## src/rtl/hazard_scoreboard_unit.sv

```systemverilog
// Hazard unit for the 5-stage RV32 pipeline: EX operand forwarding, load-use stalls,
// branch flushes and a pending-register scoreboard for the multi-cycle MUL/DIV unit.
module hazard_scoreboard_unit #(
  parameter int NRS      = 2,
  parameter int AW       = 5,
  parameter int LOAD_LAT = 1,
  parameter int MAX_OUT  = 4,
  parameter int FWD_EN   = 1
) (
  input  logic                        clk_i,
  input  logic                        rst_ni,
  input  logic [NRS*AW-1:0]           rs_D_i,
  input  logic [NRS-1:0]              rs_used_D_i,
  input  logic [AW-1:0]               rd_D_i,
  input  logic                        regwrite_D_i,
  input  logic                        mdu_op_D_i,
  input  logic [NRS*AW-1:0]           rs_EX_i,
  input  logic [AW-1:0]               rd_EX_i,
  input  logic                        regwrite_EX_i,
  input  logic                        is_load_EX_i,
  input  logic [AW-1:0]               rd_MEM_i,
  input  logic                        regwrite_MEM_i,
  input  logic [AW-1:0]               rd_WB_i,
  input  logic                        regwrite_WB_i,
  input  logic                        pc_takenE_i,
  input  logic                        mdu_issue_i,
  input  logic [AW-1:0]               mdu_rd_i,
  input  logic                        mdu_done_i,
  input  logic [AW-1:0]               mdu_done_rd_i,
  output logic                        stallF_o,
  output logic                        stallD_o,
  output logic                        flushD_o,
  output logic                        flushE_o,
  output logic [NRS*2-1:0]            forward_o,
  output logic                        sb_busy_o,
  output logic [$clog2(MAX_OUT+1)-1:0] sb_count_o
);

  localparam int NREG = 2 ** AW;
  localparam int CW   = $clog2(MAX_OUT + 1);
  localparam int LW   = (LOAD_LAT > 1) ? $clog2(LOAD_LAT) : 1;

  logic [NREG-1:0] pending_q, pending_nxt;
  logic [CW-1:0]   sb_count_q, sb_count_nxt;
  logic [LW-1:0]   ld_cnt_q;

  logic            ld_hit, fwd_stall, sb_raw, sb_waw, sb_full, stall;
  logic [NRS*2-1:0] fwd_sel;

  // True when any used decode operand reads the nonzero register rd.
  function automatic logic src_match(input logic [NRS*AW-1:0] rs,
                                     input logic [NRS-1:0]    used,
                                     input logic [AW-1:0]     rd);
    src_match = 1'b0;
    for (int k = 0; k < NRS; k++)
      if (used[k] && (rd != '0) && (rs[k*AW +: AW] == rd)) src_match = 1'b1;
  endfunction

  function automatic logic pend_match(input logic [NRS*AW-1:0] rs,
                                      input logic [NRS-1:0]    used,
                                      input logic [NREG-1:0]   pend);
    pend_match = 1'b0;
    for (int k = 0; k < NRS; k++)
      if (used[k] && pend[rs[k*AW +: AW]]) pend_match = 1'b1;
  endfunction

  function automatic logic [1:0] fwd_pick(input logic [AW-1:0] rs);
    if (regwrite_MEM_i && (rd_MEM_i != '0) && (rd_MEM_i == rs))     fwd_pick = 2'b10;
    else if (regwrite_WB_i && (rd_WB_i != '0) && (rd_WB_i == rs))   fwd_pick = 2'b01;
    else                                                            fwd_pick = 2'b00;
  endfunction

  for (genvar k = 0; k < NRS; k++) begin : g_fwd
    assign fwd_sel[2*k +: 2] = (FWD_EN != 0) ? fwd_pick(rs_EX_i[k*AW +: AW]) : 2'b00;
  end

  always_comb begin
    ld_hit    = is_load_EX_i && regwrite_EX_i && src_match(rs_D_i, rs_used_D_i, rd_EX_i);
    // Without forwarding, anything still in EX or MEM must reach the regfile first.
    fwd_stall = (FWD_EN == 0) &&
                ((regwrite_EX_i  && src_match(rs_D_i, rs_used_D_i, rd_EX_i)) ||
                 (regwrite_MEM_i && src_match(rs_D_i, rs_used_D_i, rd_MEM_i)));
    sb_raw    = pend_match(rs_D_i, rs_used_D_i, pending_q);
    sb_waw    = regwrite_D_i && (rd_D_i != '0) && pending_q[rd_D_i];
    sb_full   = mdu_op_D_i && (sb_count_q == CW'(MAX_OUT));
    stall     = ld_hit || (ld_cnt_q != '0) || fwd_stall || sb_raw || sb_waw || sb_full;
  end

  always_comb begin
    stallF_o   = rst_ni && stall && !pc_takenE_i;
    stallD_o   = rst_ni && stall && !pc_takenE_i;
    flushD_o   = rst_ni && pc_takenE_i;
    flushE_o   = rst_ni && (stall || pc_takenE_i);
    forward_o  = rst_ni ? fwd_sel : '0;
    sb_busy_o  = rst_ni && (sb_count_q != '0);
    sb_count_o = rst_ni ? sb_count_q : '0;
  end

  // Done clears before issue sets, so a same-index issue wins.
  always_comb begin
    pending_nxt = pending_q;
    if (mdu_done_i) pending_nxt[mdu_done_rd_i] = 1'b0;
    if (mdu_issue_i && (mdu_rd_i != '0)) pending_nxt[mdu_rd_i] = 1'b1;
    pending_nxt[0] = 1'b0;
    sb_count_nxt = sb_count_q;
    if (mdu_issue_i && !mdu_done_i && (sb_count_q != CW'(MAX_OUT)))
      sb_count_nxt = sb_count_q + 1'b1;
    else if (mdu_done_i && !mdu_issue_i && (sb_count_q != '0))
      sb_count_nxt = sb_count_q - 1'b1;
  end

  always_ff @(posedge clk_i or negedge rst_ni) begin
    if (!rst_ni) begin
      pending_q  <= '0;
      sb_count_q <= '0;
      ld_cnt_q   <= '0;
    end else begin
      pending_q  <= pending_nxt;
      sb_count_q <= sb_count_nxt;
      if (pc_takenE_i)
        ld_cnt_q <= '0;
      else if (ld_hit)
        ld_cnt_q <= LW'(LOAD_LAT - 1);
      else if (ld_cnt_q != '0)
        ld_cnt_q <= ld_cnt_q - 1'b1;
    end
  end

endmodule

```

## config.mk

```make
export PLATFORM = sky130hd
export DESIGN_NAME = hazard_scoreboard_unit
export DESIGN_NICKNAME = d
export VERILOG_FILES = /design/src/rtl/hazard_scoreboard_unit.sv
export SDC_FILE = /design/constraint.sdc
export NUM_CORES = 1
export LEC_CHECK = 0
export ABC_AREA = 1
export CORE_MARGIN = 5
export CORE_UTILIZATION = 35
export CTS_CLUSTER_SIZE = 16
export DETAILED_ROUTE_END_ITERATION = 7
export GPL_ROUTABILITY_DRIVEN = 0
export PLACE_DENSITY = 0.58
export SLEW_MARGIN = 20
export SYNTH_ARGS = -nofsm -noshare
export SYNTH_HDL_FRONTEND = slang
export SYNTH_SLANG_ARGS = --single-unit
```

## constraint.sdc

```tcl
create_clock -name clk_i -period 4.5 [get_ports clk_i]
set_input_delay 0.9 -clock clk_i [delete_from_list [all_inputs] [get_ports clk_i]]
set_output_delay 0.9 -clock clk_i [all_outputs]
set_load 0.1 [all_outputs]
```

== Word level (Yosys, flattened, before mapping) ==
Index checks and enable logic that the tools add are counted.
Cells by class
  $add $sub $neg: 3
  order comparisons: 7
  equal/unequal tests: 8
  multiplexer cells: 27
  bitwise operators: 3
  reduce and logical (&&, ||, !) cells: 44
Operators by type and width (count)
  32-bit two-way mux: 2
  32-bit AND: 1
  32-bit inverter: 1
  32-bit OR: 1
  5-bit equality test: 6
  5-bit by 6-bit < comparator with 1-bit output (second input constant): 5
  1-bit logical AND: 29
  5-bit nonzero test: 5
  1-bit binary-select mux with 5-bit select: 3
  1-bit two-way mux: 14
  1-bit demux with 5-bit select: 2
  5-bit by 1-bit greater-or-equal comparator with 1-bit output (second input constant): 2
  3-bit two-way mux: 3
  1-bit logical OR: 5
  2-bit two-way mux: 2
  4-bit two-way mux: 1
  3-bit by 1-bit adder with 3-bit output (second input constant): 1
  3-bit equality test (second input constant): 1
  1-bit zero test: 3
  3-bit != test (second input constant): 1
  3-bit nonzero test: 1
  3-bit by 1-bit subtractor with 3-bit output (second input constant): 1
  2-bit nonzero test: 1
  1-bit subtractor (second input constant): 1
Storage, ports and cells
  register bits: 35
  input port bits: 63
  output and inout bits: 12
  logic and storage cells: 95

== Longest topological paths before layout ==
Gate-level depths: netlist of run 1.
  depth after elaboration: 12
  mapped depth: 13
  depth with buffers taken out: 11

== Least setup slack after synthesis of run 1 ==
Ideal clock, no wire load.
  kind: input port to output port
  start point: input rd_MEM_i[2]
  end point: output forward_o[0]
  arrival time: 3.622 ns
  path slack: -0.022 ns
  stages on the path: 4
  path buffers: 0
  cells stage by stage: or2_2 o41ai_1 nor4_1 nor3_1
Between the ends
  cells in the longest elaborated chain, start to end: 5
  elaborated cells between the ends (all ways): 6
RTL lines
  from (decl): RTL line 21  | input logic [AW-1:0] rd_MEM_i,
  5-bit nonzero test: RTL line 68  | if (regwrite_MEM_i && (rd_MEM_i != '0) && (rd_MEM_i == rs)) fwd_pick = 2'b10;
  1-bit logical AND: RTL line 68
  1-bit logical AND (*): RTL line 68
  2-bit two-way mux (*): RTL line 68
  4-bit two-way mux (*): RTL line 94  | forward_o = rst_ni ? fwd_sel : '0;
  to (decl): RTL line 34  | output logic [NRS*2-1:0] forward_o,
Mark *: on every way between the ends. The rest lies on a longest branch, timed or not.

== Worst setup path in the final report of run 1 ==
  start point: input rd_D_i[0]
  end point: output stallD_o
Between the ends
  cells in the longest elaborated chain, start to end: 7
  elaborated cells between the ends (all ways): 9
RTL lines
  from (decl): RTL line 14  | input logic [AW-1:0] rd_D_i,
  1-bit binary-select mux with 5-bit select / 5-bit nonzero test (equally long branches): RTL line 84  | sb_waw = regwrite_D_i && (rd_D_i != '0) && pending_q[rd_D_i];
  1-bit two-way mux (not written as such) / 1-bit logical AND (equally long branches): RTL line 84
  1-bit logical AND (*): RTL line 84
  1-bit logical OR (*) (2 in a row): RTL line 86  | stall = ld_hit || (ld_cnt_q != '0) || fwd_stall || sb_raw || sb_waw || sb_full;
  1-bit logical AND (*) (2 in a row): RTL line 91  | stallD_o = rst_ni && stall && !pc_takenE_i;
  to (decl): RTL line 31  | output logic stallD_o,
Mark *: on every way between the ends. The rest lies on a longest branch, timed or not. The select of a mux whose other input is x is not followed.

==> results.md, run 1 <==
* Share of total power in combinational logic at a little under half
* Post-DP HPWL at between 8 and 9 mm
* ANT nets after route at 0
* Worst VDD drop at 0.0002735 V
* Die width at a little over 100 µm
* Seq. cell area at roughly 850 µm²
* Hold Crit Class: reg -> reg
* Total die area at approximately 0.011 mm²
* CTS Buf Count at 5
* CTS clock-pin slew for the worst setup and hold paths at about 0.070 ns
* Post-cts gate resize count at 0
* Flop pwr share at 36.2%
* Power density cells at 326.6 mW/mm²
* Relative slew slack at roughly 62%
* Area growth syn-to-layout at 28.65%
* FP Rows at 34
* IO buf count at 74
* Post-Synthesis Cells at between 400 and 500
* Static Leakage at 0.001843 µW
* Synth Warn # at 0
* Share of layout cells above drive strength 1 at under 10%
* CP Launch Type: input pin
* Routed len/inst at roughly 16 µm
* Tmin final at just over 4 ns
* Internal at roughly 720 µW
* Status: finished clean
* Post-synth EDFFs at 0
* Syn_nets at ~550
* Final Cycle Share at 90.65%
* Clock sinks at 34
* Area leader, netlist: dfrtp_1
* Post-CTS setup repair buffer count at 0
* Die Y at roughly 100 µm
* Top cell type's share of synthesized area at 27.71%
* Synth Area per Inst at roughly 6.4 µm²
* Switching Share at roughly 44%
* TritonCTS clock tree: built
* IO Pins at 75
* Largest net degree at the start of global routing at 39
* DR vias at ~3.5k
* Clock Path Buffers at 2
* Worst EP arrival at between 3 and 4 ns
* First-pass GRT wire length at ~18 mm
* P_sw at about 570 µW
* Mapped Area at roughly 0.0031 mm²
* Fill cells at between 900 and 1k
* Critical path class: in -> out
* # DRC at 0
* Htree depth at 2
* RSZ-0062 raised after global routing: no
* Synth cell types at 32
* GRT overflow at 0
* Most common cell in the netlist: nand2_1
* Slew @ Worst Pin at 0.5705 ns
* Final setup vio count at 0
* Max-Cap Viols at 0
* Global-route usage over all layers at approximately a fifth
* CTS root buffer: clkbuf_8
* Final hold violation count at 0
* Multi-input combinational cell area at approximately 0.0018 mm²
* Ant. Diodes at 0
* Core area at between 0.008 and 0.009 mm²
* Vias in the first global route at approximately 3.5k
* Ys flop type: dfrtp_1
* FF+latch count, synth at 34
* Final setup margin at 0.4209 ns
* Clk pwr share at 18.5%
* Fin. max-slew vios at 0
* Vias/cell at roughly 5.3
* Setup TNS at 0 ns
* Max FO, Critical Path at 18
* Worst-skew pair later-pin latency at 0.29 ns
* Total Routed Length at about 11 mm
* Achievable clock frequency at 245.2 MHz
* Initial antenna violation count at 0
* Worst slack, placed at 0.4349 ns
* Post-synth ARST share at 100.0%
* Top cells by area, synth: dfrtp_1 28%, nand3_1 16%, nand2_1 14%
* Drt initial violations at ~230
* Pre-antenna DRT Iters at 5
* Nets at just over 600
* Starting Density at between 30 and 40%
* Worst setup EP type: output pin
* Sequential area share after synthesis at 27.71%
* Worst EP required at roughly 3.6 ns
* Skew final at approximately 0.0024 ns
* Top cells by count, synth: 114 x nand2_1, 100 x nand3_1, 68 x o21ai_0
* Cts hold-fix bufs at 0
-- routing by layer --
layer | track usage (%) | share of wire (%) | vias up
li1 | - | - | 1759
met5 | 0 | 0 | -
met1 | 27.13 | 44 | 1601
met2 | 33.20 | 48 | 143
met4 | 4.903 | 2.3 | 0
met3 | 2.425 | 5.6 | 22
-- area by class of cell --
class                      instances  area share (%)
clock buffer                       6           2.091
clock inverter                     2          0.3168
inverter                          69           6.747
multi-input combinational        367           46.12
sequential                        34           21.54
tap                              108           3.421
timing repair buffer              79           19.77
-- sequential cells by signal (all words and copies together), names as in the netlist --
signal	flops
sb_count_q	3
pending_q	31
-- metrics by stage --
step / total power (µW) / util (%) / instances / hold slack (ns) / area, µm²
6_report: 1290 / 45.74 / 665 / 0.5129 / 3950
4_1_cts: 1292 / 45.74 / 665 / 0.5174 / 3950
3_5_place_dp: 1052 / 44.64 / 657 / 0.5016 / 3855
5_1_grt: 1383 / 45.74 / 665 / 0.5607 / 3950
2_1_floorplan: 830.4 / - / 483 / 0.4704 / 3075
3_3_place_gp: 1045 / 44.64 / 657 / 0.4883 / 3855
-- placed cells by master (no fill, tap or decap), drive strengths merged --
| master | Yosys | final |
|---|---|---|
| xor2 | 11 | 11 |
| nand4 | 3 | 3 |
| clkbuf | 0 | 6 |
| o22ai | 2 | 2 |
| clkinvlp | 0 | 1 |
| clkinv | 0 | 1 |
| a21boi | 1 | 1 |
| nand2 | 115 | 115 |
| o21bai | 1 | 1 |
| nor3 | 7 | 7 |
| nand3 | 100 | 100 |
| fa | 1 | 1 |
| xnor2 | 8 | 8 |
| inv | 69 | 69 |
| nand3b | 2 | 2 |
| clkdlybuf4s50 | 0 | 61 |
| o21ai | 71 | 71 |
| o41ai | 2 | 2 |
| dfrtp | 34 | 34 |
| mux2 | 2 | 2 |
| nor2 | 24 | 24 |
| and2 | 1 | 1 |
| a2111oi | 2 | 2 |
| o211ai | 5 | 5 |
| or2 | 1 | 1 |
| nor4 | 2 | 2 |
| a21oi | 6 | 6 |
| buf | 13 | 18 |
-- worst max-delay path, cell delays in order --
cell,delay [ns]
clkdlybuf4s50_1,0.83
buf_4,0.26
o211ai_1,0.09
nand3_1,0.10
nand3_1,0.09
nand2_1,0.07
nand3_1,0.12
nand2_1,0.11
o21bai_2,0.08
nor2_1,0.31
buf_12,0.23
-- worst paths after layout --
check	start	endpoint	slack [ns]	depth (start not counted)
worst max-delay path	rd_D_i[0]	stallD_o	0.42	11
worst min-delay path	pending_q[16]	pending_q[16]	0.51	2
worst max register to register	sb_count_q[0]	sb_count_q[2]	2.80	6
worst min register to register	pending_q[16]	pending_q[16]	0.51	2
max in group asynchronous	rst_ni	sb_count_q[1]	3.46	2
min in group asynchronous	rst_ni	pending_q[3]	0.70	2
-- power groups by stage --
| stage | clock network [µW] | registers [µW] | logic [µW] |
|---|---|---|---|
| final | 239 | 466 | 585 |
| after global routing | 255 | 480 | 648 |
| after CTS | 243 | 465 | 584 |
| after detailed placement | 0 | 471 | 581 |
| after global placement | 0 | 470 | 575 |
| after floorplan | 0 | 436 | 394 |
-- kinds of logic after synthesis --
family / count (synthesis) / synth area share, %
flip-flops: 34 / 27.71
multiplexers: 2 / 0.7334
AND/OR/NAND/NOR: 255 / 36.43
adder cells (fa/ha/maj): 1 / 0.6520
AO/OA/AOI/OAI: 90 / 15.93
buffers and inverters: 82 / 13.12
XOR/XNOR: 19 / 5.420
No activity file was read; power rests on OpenSTA's default activity.
==> run 2, diff against run 1 <==
--- a/config.mk
+++ b/config.mk
@@ -11,7 +11,7 @@
 export CTS_CLUSTER_SIZE = 16
 export DETAILED_ROUTE_END_ITERATION = 7
 export GPL_ROUTABILITY_DRIVEN = 0
-export PLACE_DENSITY = 0.58
+export PLACE_DENSITY_LB_ADDON = 0.05
 export SLEW_MARGIN = 20
 export SYNTH_ARGS = -nofsm -noshare
 export SYNTH_HDL_FRONTEND = slang
==> run 2 against run 1 <==
Setup slack got worse by 0.059 ns. Critical endpoint unchanged. Hold slack improved by 0.0014 ns. Largest cell class unchanged. Count of clock-buffer cells in the layout decreased by 1. Wire length increased by 2.4%. Combinational power increased by 2%. Global-route usage increased by 0.78 points. Critical path depth increased by 1. Core utilization increased by 0.49 points. Design area increased by 1.1%. Total power increased by 9.2%. Sequential power about the same. Sequential share of layout area decreased by 0.23 points.
==> results.md, run 2 (synthesized netlist as in run 1, its figures left out) <==
* Ant. Diodes at 0
* Clock sinks at 34
* Multi-input combinational cell area at roughly 0.0018 mm²
* Non-filler instance count after layout at between 600 and 700
* HP Start: pending_q[27]
* Commonest cells after routing, fill and taps aside: 114 x nand2_1, 100 x nand3_1, 68 x o21ai_0, 65 x inv_1, 61 x clkdlybuf4s50_1
* Layout Utilization at a little under half
* IO buf count at 74
* Seq. cell area at about 850 µm²
* Vias in the first global route at between 3k and 4k
* Post-cts gate resize count at 0
* Total Routed Length at around 11 mm
* Core area at between 0.008 and 0.009 mm²
* Max-Cap Viols at 0
* ANT nets after route at 0
* Total die area at 0.01075 mm²
* Starting Density at between 30% and 40%
* Final setup margin at around 0.36 ns
* CTS clock-pin slew for the worst setup and hold paths at about 0.07 ns
* Htree depth at 2
* FF-to-FF Start: sb_count_q[0]
* First-pass GRT wire length at approximately 18 mm
* Worst-skew pair later-pin latency at 0.29 ns
* Worst setup EP type: output pin
* IO Pins at 75
* Skew final at 0.002739 ns
* Clock Path Buffers at 2
* FP Rows at 34
* Share of layout cells above drive strength 1 at under 10%
* Post-DP HPWL at around 8.4 mm
* Largest regs: pending_q (31), sb_count_q (3)
* Vias/cell at around 5.4
* Static Leakage at approximately 0.0019 µW
* Fin. max-slew vios at 0
* CTS root buffer: clkbuf_8
* Worst EP arrival at about 3.2 ns
* Critical path class: in -> out
* Worst slack, placed at around 0.38 ns
* Hold Path Depth at 2
* CTS Buf Count at 5
* # DRC at 0
* Nets at just over 600
* Largest net degree at the start of global routing at 22
* Status: finished clean
* Largest register FFs at 31
* Hold Crit Class: reg -> reg
* Dpl cells at between 600 and 700
* Relative slew slack at 56.69%
* Tmin final at around 4.1 ns
* Pre-antenna DRT Iters at 5
* Reg with most FFs: pending_q
* Final Cycle Share at between 90 and 100%
* Routed len/inst at 16.54 µm
* Global-route usage over all layers at between 20% and 30%
* Final Power at roughly 1400 µW
* Initial antenna violation count at 0
* Area growth syn-to-layout at 30.03%
* Fill cells at around 900
* CP Launch Type: input pin
* Post-CTS setup repair buffer count at 0
* Max FO, Critical Path at 19
* Drt initial violations at 266
* Commonest non-fill, non-tap cell in the layout: nand2_1
* Achievable clock frequency at between 200 and 250 MHz
* Final setup vio count at 0
* Worst EP required at 3.60 ns
* Power density cells at 352.9 mW/mm²
* Worst r2r path cells at 6
* Worst VDD drop at 0.0003760 V
* Crit. Startpoint: rd_D_i[0]
* Cts hold-fix bufs at 0
* Die width at between 100 and 150 µm
* TritonCTS clock tree: built
* GRT overflow at 0
* Slew @ Worst Pin at between 0.6 and 0.7 ns
* RSZ-0062 raised after global routing: no
* Die Y at 103.7 µm
* Final hold violation count at 0
* DR vias at 3,590
* Setup TNS at 0 ns
-- run 2: cell count changes in the layout (fill, tap and decap cells not counted) --
cell,change
clkinv_4,+1
clkinv_2,-1
clkbuf_8,-1
bufinv_16,+2
clkinvlp_4,-1
-- run 2: power breakdown --
part	total, µW	leakage, µW	switching, µW	internal [µW]
Combinational	595	0.00138	388	208
Clock	347	0.0000683	125	222
Sequential	467	0.000415	81.6	385
Total	1410	0.00186	594	815
-- run 2: path summary, 6_finish.rpt --
| kind | to | slack (ns) |
|---|---|---|
| max | stallD_o | 0.36 |
| min in group asynchronous | pending_q[9] | 0.55 |
| min reg2reg | pending_q[27] | 0.51 |
| max in group asynchronous | sb_count_q[2] | 3.31 |
| max reg2reg | sb_count_q[2] | 2.78 |
| min | pending_q[27] | 0.51 |
-- run 2: final cells by class --
| type | instances | area share (%) |
|---|---|---|
| Multi-Input combinational cell | 367 | 45.63 |
| Sequential cell | 34 | 21.31 |
| Timing Repair Buffer | 79 | 19.55 |
| Inverter | 69 | 6.675 |
| Tap cell | 108 | 3.385 |
| Clock buffer | 5 | 1.724 |
| Clock inverter | 3 | 1.724 |
-- run 2: worst max-delay path, cell delays in order --
cell and delay, ns:
clkdlybuf4s50_1 0.89, inv_2 0.18, nand2_1 0.11, nand3_1 0.06
nand3_1 0.09, nand3_1 0.07, nand2_1 0.07, nand3_1 0.15
nand2_1 0.11, o21bai_2 0.08, nor2_1 0.30, buf_12 0.23
-- run 2: through the flow --
stage	hold slack, ns	area (µm²)
floorplan	0.4704	3075
global placement	0.4909	3855
detailed placement	0.4954	3855
CTS	0.5129	3993
global route	0.5335	3993
finish	0.5143	3993
-- run 2: routing by layer --
layer | up-vias | GRT usage, % | share of wire [%]
li1 | 1755 | - | -
met1 | 1678 | 28.32 | 45
met2 | 129 | 31.47 | 44
met3 | 28 | 3.856 | 6.7
met4 | 0 | 8.973 | 3.8
met5 | - | 0 | 0
==> run 3, diff against run 2 <==
--- a/config.mk
+++ b/config.mk
@@ -6,7 +6,7 @@
 export NUM_CORES = 1
 export LEC_CHECK = 0
 export ABC_AREA = 1
-export CORE_MARGIN = 5
+export CORE_MARGIN = 8
 export CORE_UTILIZATION = 35
 export CTS_CLUSTER_SIZE = 16
 export DETAILED_ROUTE_END_ITERATION = 7
==> constraint.sdc (replaced) <==
create_clock -name clk_i -period 4.07 [get_ports clk_i]
set_input_delay 0.814 -clock clk_i [delete_from_list [all_inputs] [get_ports clk_i]]
set_output_delay 0.814 -clock clk_i [all_outputs]
set_load 0.1 [all_outputs]
==> run 3 against run 2 <==
Count of clock-buffer cells in the layout up 2. Wire length is 0.17% higher. Design area fell by 0.16%. Cell count unchanged. Critical path depth unchanged. Core utilization is 0.073 points lower. First-iteration DRC count is 17% lower. Clock power down 26%.
==> results.md, run 3 (synthesized netlist as in run 1, its figures left out) <==
* Post-cts gate resize count at 0
* Slew @ Worst Pin at between 0.5 and 0.6 ns
* Hold WS at roughly 0.50 ns
* Largest register FFs at 31
* GRT overflow at 0
* Htree depth at 2
* Setup TNS at 0 ns
* Vias in the first global route at 3,467
* Commonest cells after routing, fill and taps aside: 114 x nand2_1, 100 x nand3_1, 68 x o21ai_0, 65 x inv_1, 61 x clkdlybuf4s50_1
* FP Rows at 34
* Final instance area at around 0.004 mm²
* Hold Crit Class: in -> async
* Final hold violation count at 0
* Max FO, Critical Path at 11
* Global-route usage over all layers at a little under a fifth
* CTS clock-pin slew for the worst setup and hold paths at ~0.070 ns
* Nets at between 600 and 700
* Post-CTS setup repair buffer count at 0
* CP Launch Type: input pin
* Worst EP arrival at approximately 2.9 ns
* IO Pins at 75
* Initial antenna violation count at 0
* Largest net degree at the start of global routing at 26
* Max-Cap Viols at 0
* RSZ-0062 raised after global routing: no
* Final setup vio count at 0
* Die width at about 110 µm
* Starting Density at 35.55%
* Largest regs: pending_q (31), sb_count_q (3)
* Post-DP HPWL at 8.607 mm
* Die Y at 109.7 µm
* First-pass GRT wire length at 17.46 mm
* DR vias at 3,595
* Final Cycle Share at about nine tenths
* Commonest non-fill, non-tap cell in the layout: nand2_1
* Clock sinks at 34
* Static Leakage at ~0.0019 µW
* Worst VDD drop at about 0.00037 V
* Skew final at ~0.00015 ns
* # DRC at 0
* Achievable clock frequency at 271.4 MHz
* ANT nets after route at 0
* Pre-antenna DRT Iters at 5
* Total die area at 0.01203 mm²
* CTS root buffer: clkbuf_8
* Cts hold-fix bufs at 0
* Non-filler instance count after layout at roughly 670
* Tmin final at approximately 3.7 ns
* Worst EP required at about 3.3 ns
* Internal reg-to-reg setup slack at 2.36 ns
* TritonCTS clock tree: built
* Critical path class: in -> out
* Reg with most FFs: pending_q
* Final Power at 1431 µW
* Status: finished clean
* Drt initial violations at approximately 220
* Total Routed Length at 11.02 mm
* Post-DP Area at 0.003895 mm²
* Dpl cells at around 660
* Ant. Diodes at 0
* Routed len/inst at ~17 µm
* Area growth syn-to-layout at 29.83%
* Fin. max-slew vios at 0
* Clock Path Buffers at 2
* CTS Buf Count at 5
* Share of layout cells above drive strength 1 at approximately 6.5%
* Core area at ~0.0086 mm²
* Worst setup EP type: output pin
* Vias/cell at between 5 and 6
* Relative slew slack at 64.95%
* Power density cells at ~360 mW/mm²
* Worst-skew pair later-pin latency at 0.28 ns
* IO buf count at 74
## run 3: final timing paths
check,start,end,cells after the start
setup / recovery,rd_D_i[1],stallD_o,12
hold / removal,rst_ni,pending_q[31],1
setup reg to reg,sb_count_q[0],sb_count_q[2],6
hold reg to reg,pending_q[22],pending_q[22],2
max in group asynchronous,rst_ni,pending_q[1],2
min in group clk_i,pending_q[22],pending_q[22],2
## run 3: area by class of cell
type	instances	area [µm²]
multi-input cells	367	1824
repair buffers	79	818.3
inverters	69	266.5
flip-flops and latches	34	850.8
fillers	922	4649
well taps	108	135.1
clock inverters	1	5.005
clock buffers	7	86.33
## run 3: power by group
part           internal [µW]  switching (µW)  total (µW)  leakage [µW]
Combinational            231             424         654       0.00139
Sequential               426            94.4         521      0.000415
Clock                    136             119         256     0.0000482
Total                    793             638        1430       0.00185
## run 3: routing by layer
| metal | vias up | wire length, µm | share of wire (%) | track usage (%) |
|---|---|---|---|---|
| met2 | 137 | 5317 | 48 | 31.35 |
| met3 | 24 | 800 | 7.3 | 2.403 |
| met1 | 1679 | 4636 | 42 | 23.85 |
| met4 | 0 | 263 | 2.4 | 5.882 |
| li1 | 1755 | - | - | - |
| met5 | - | 0 | 0 | 0 |
## run 3: through the flow
| stage | util, % | setup slack [ns] |
|---|---|---|
| 6_report | 46.16 | 0.3859 |
| 5_1_grt | 46.16 | 0.1334 |
| 4_1_cts | 46.16 | 0.3587 |
| 3_5_place_dp | 45.10 | 0.3624 |
| 3_3_place_gp | 45.10 | 0.4461 |
| 2_1_floorplan | - | 0.3774 |
## run 3: critical path, cell delays in order
cell             delay [ns]
clkdlybuf4s50_1        0.57
inv_1                  0.20
nor3_1                 0.25
nand2_1                0.10
nand3b_1               0.09
nor2_1                 0.05
nand2_1                0.06
nand3_1                0.12
nand2_1                0.11
o21bai_2               0.08
nor2_2                 0.21
buf_12                 0.21
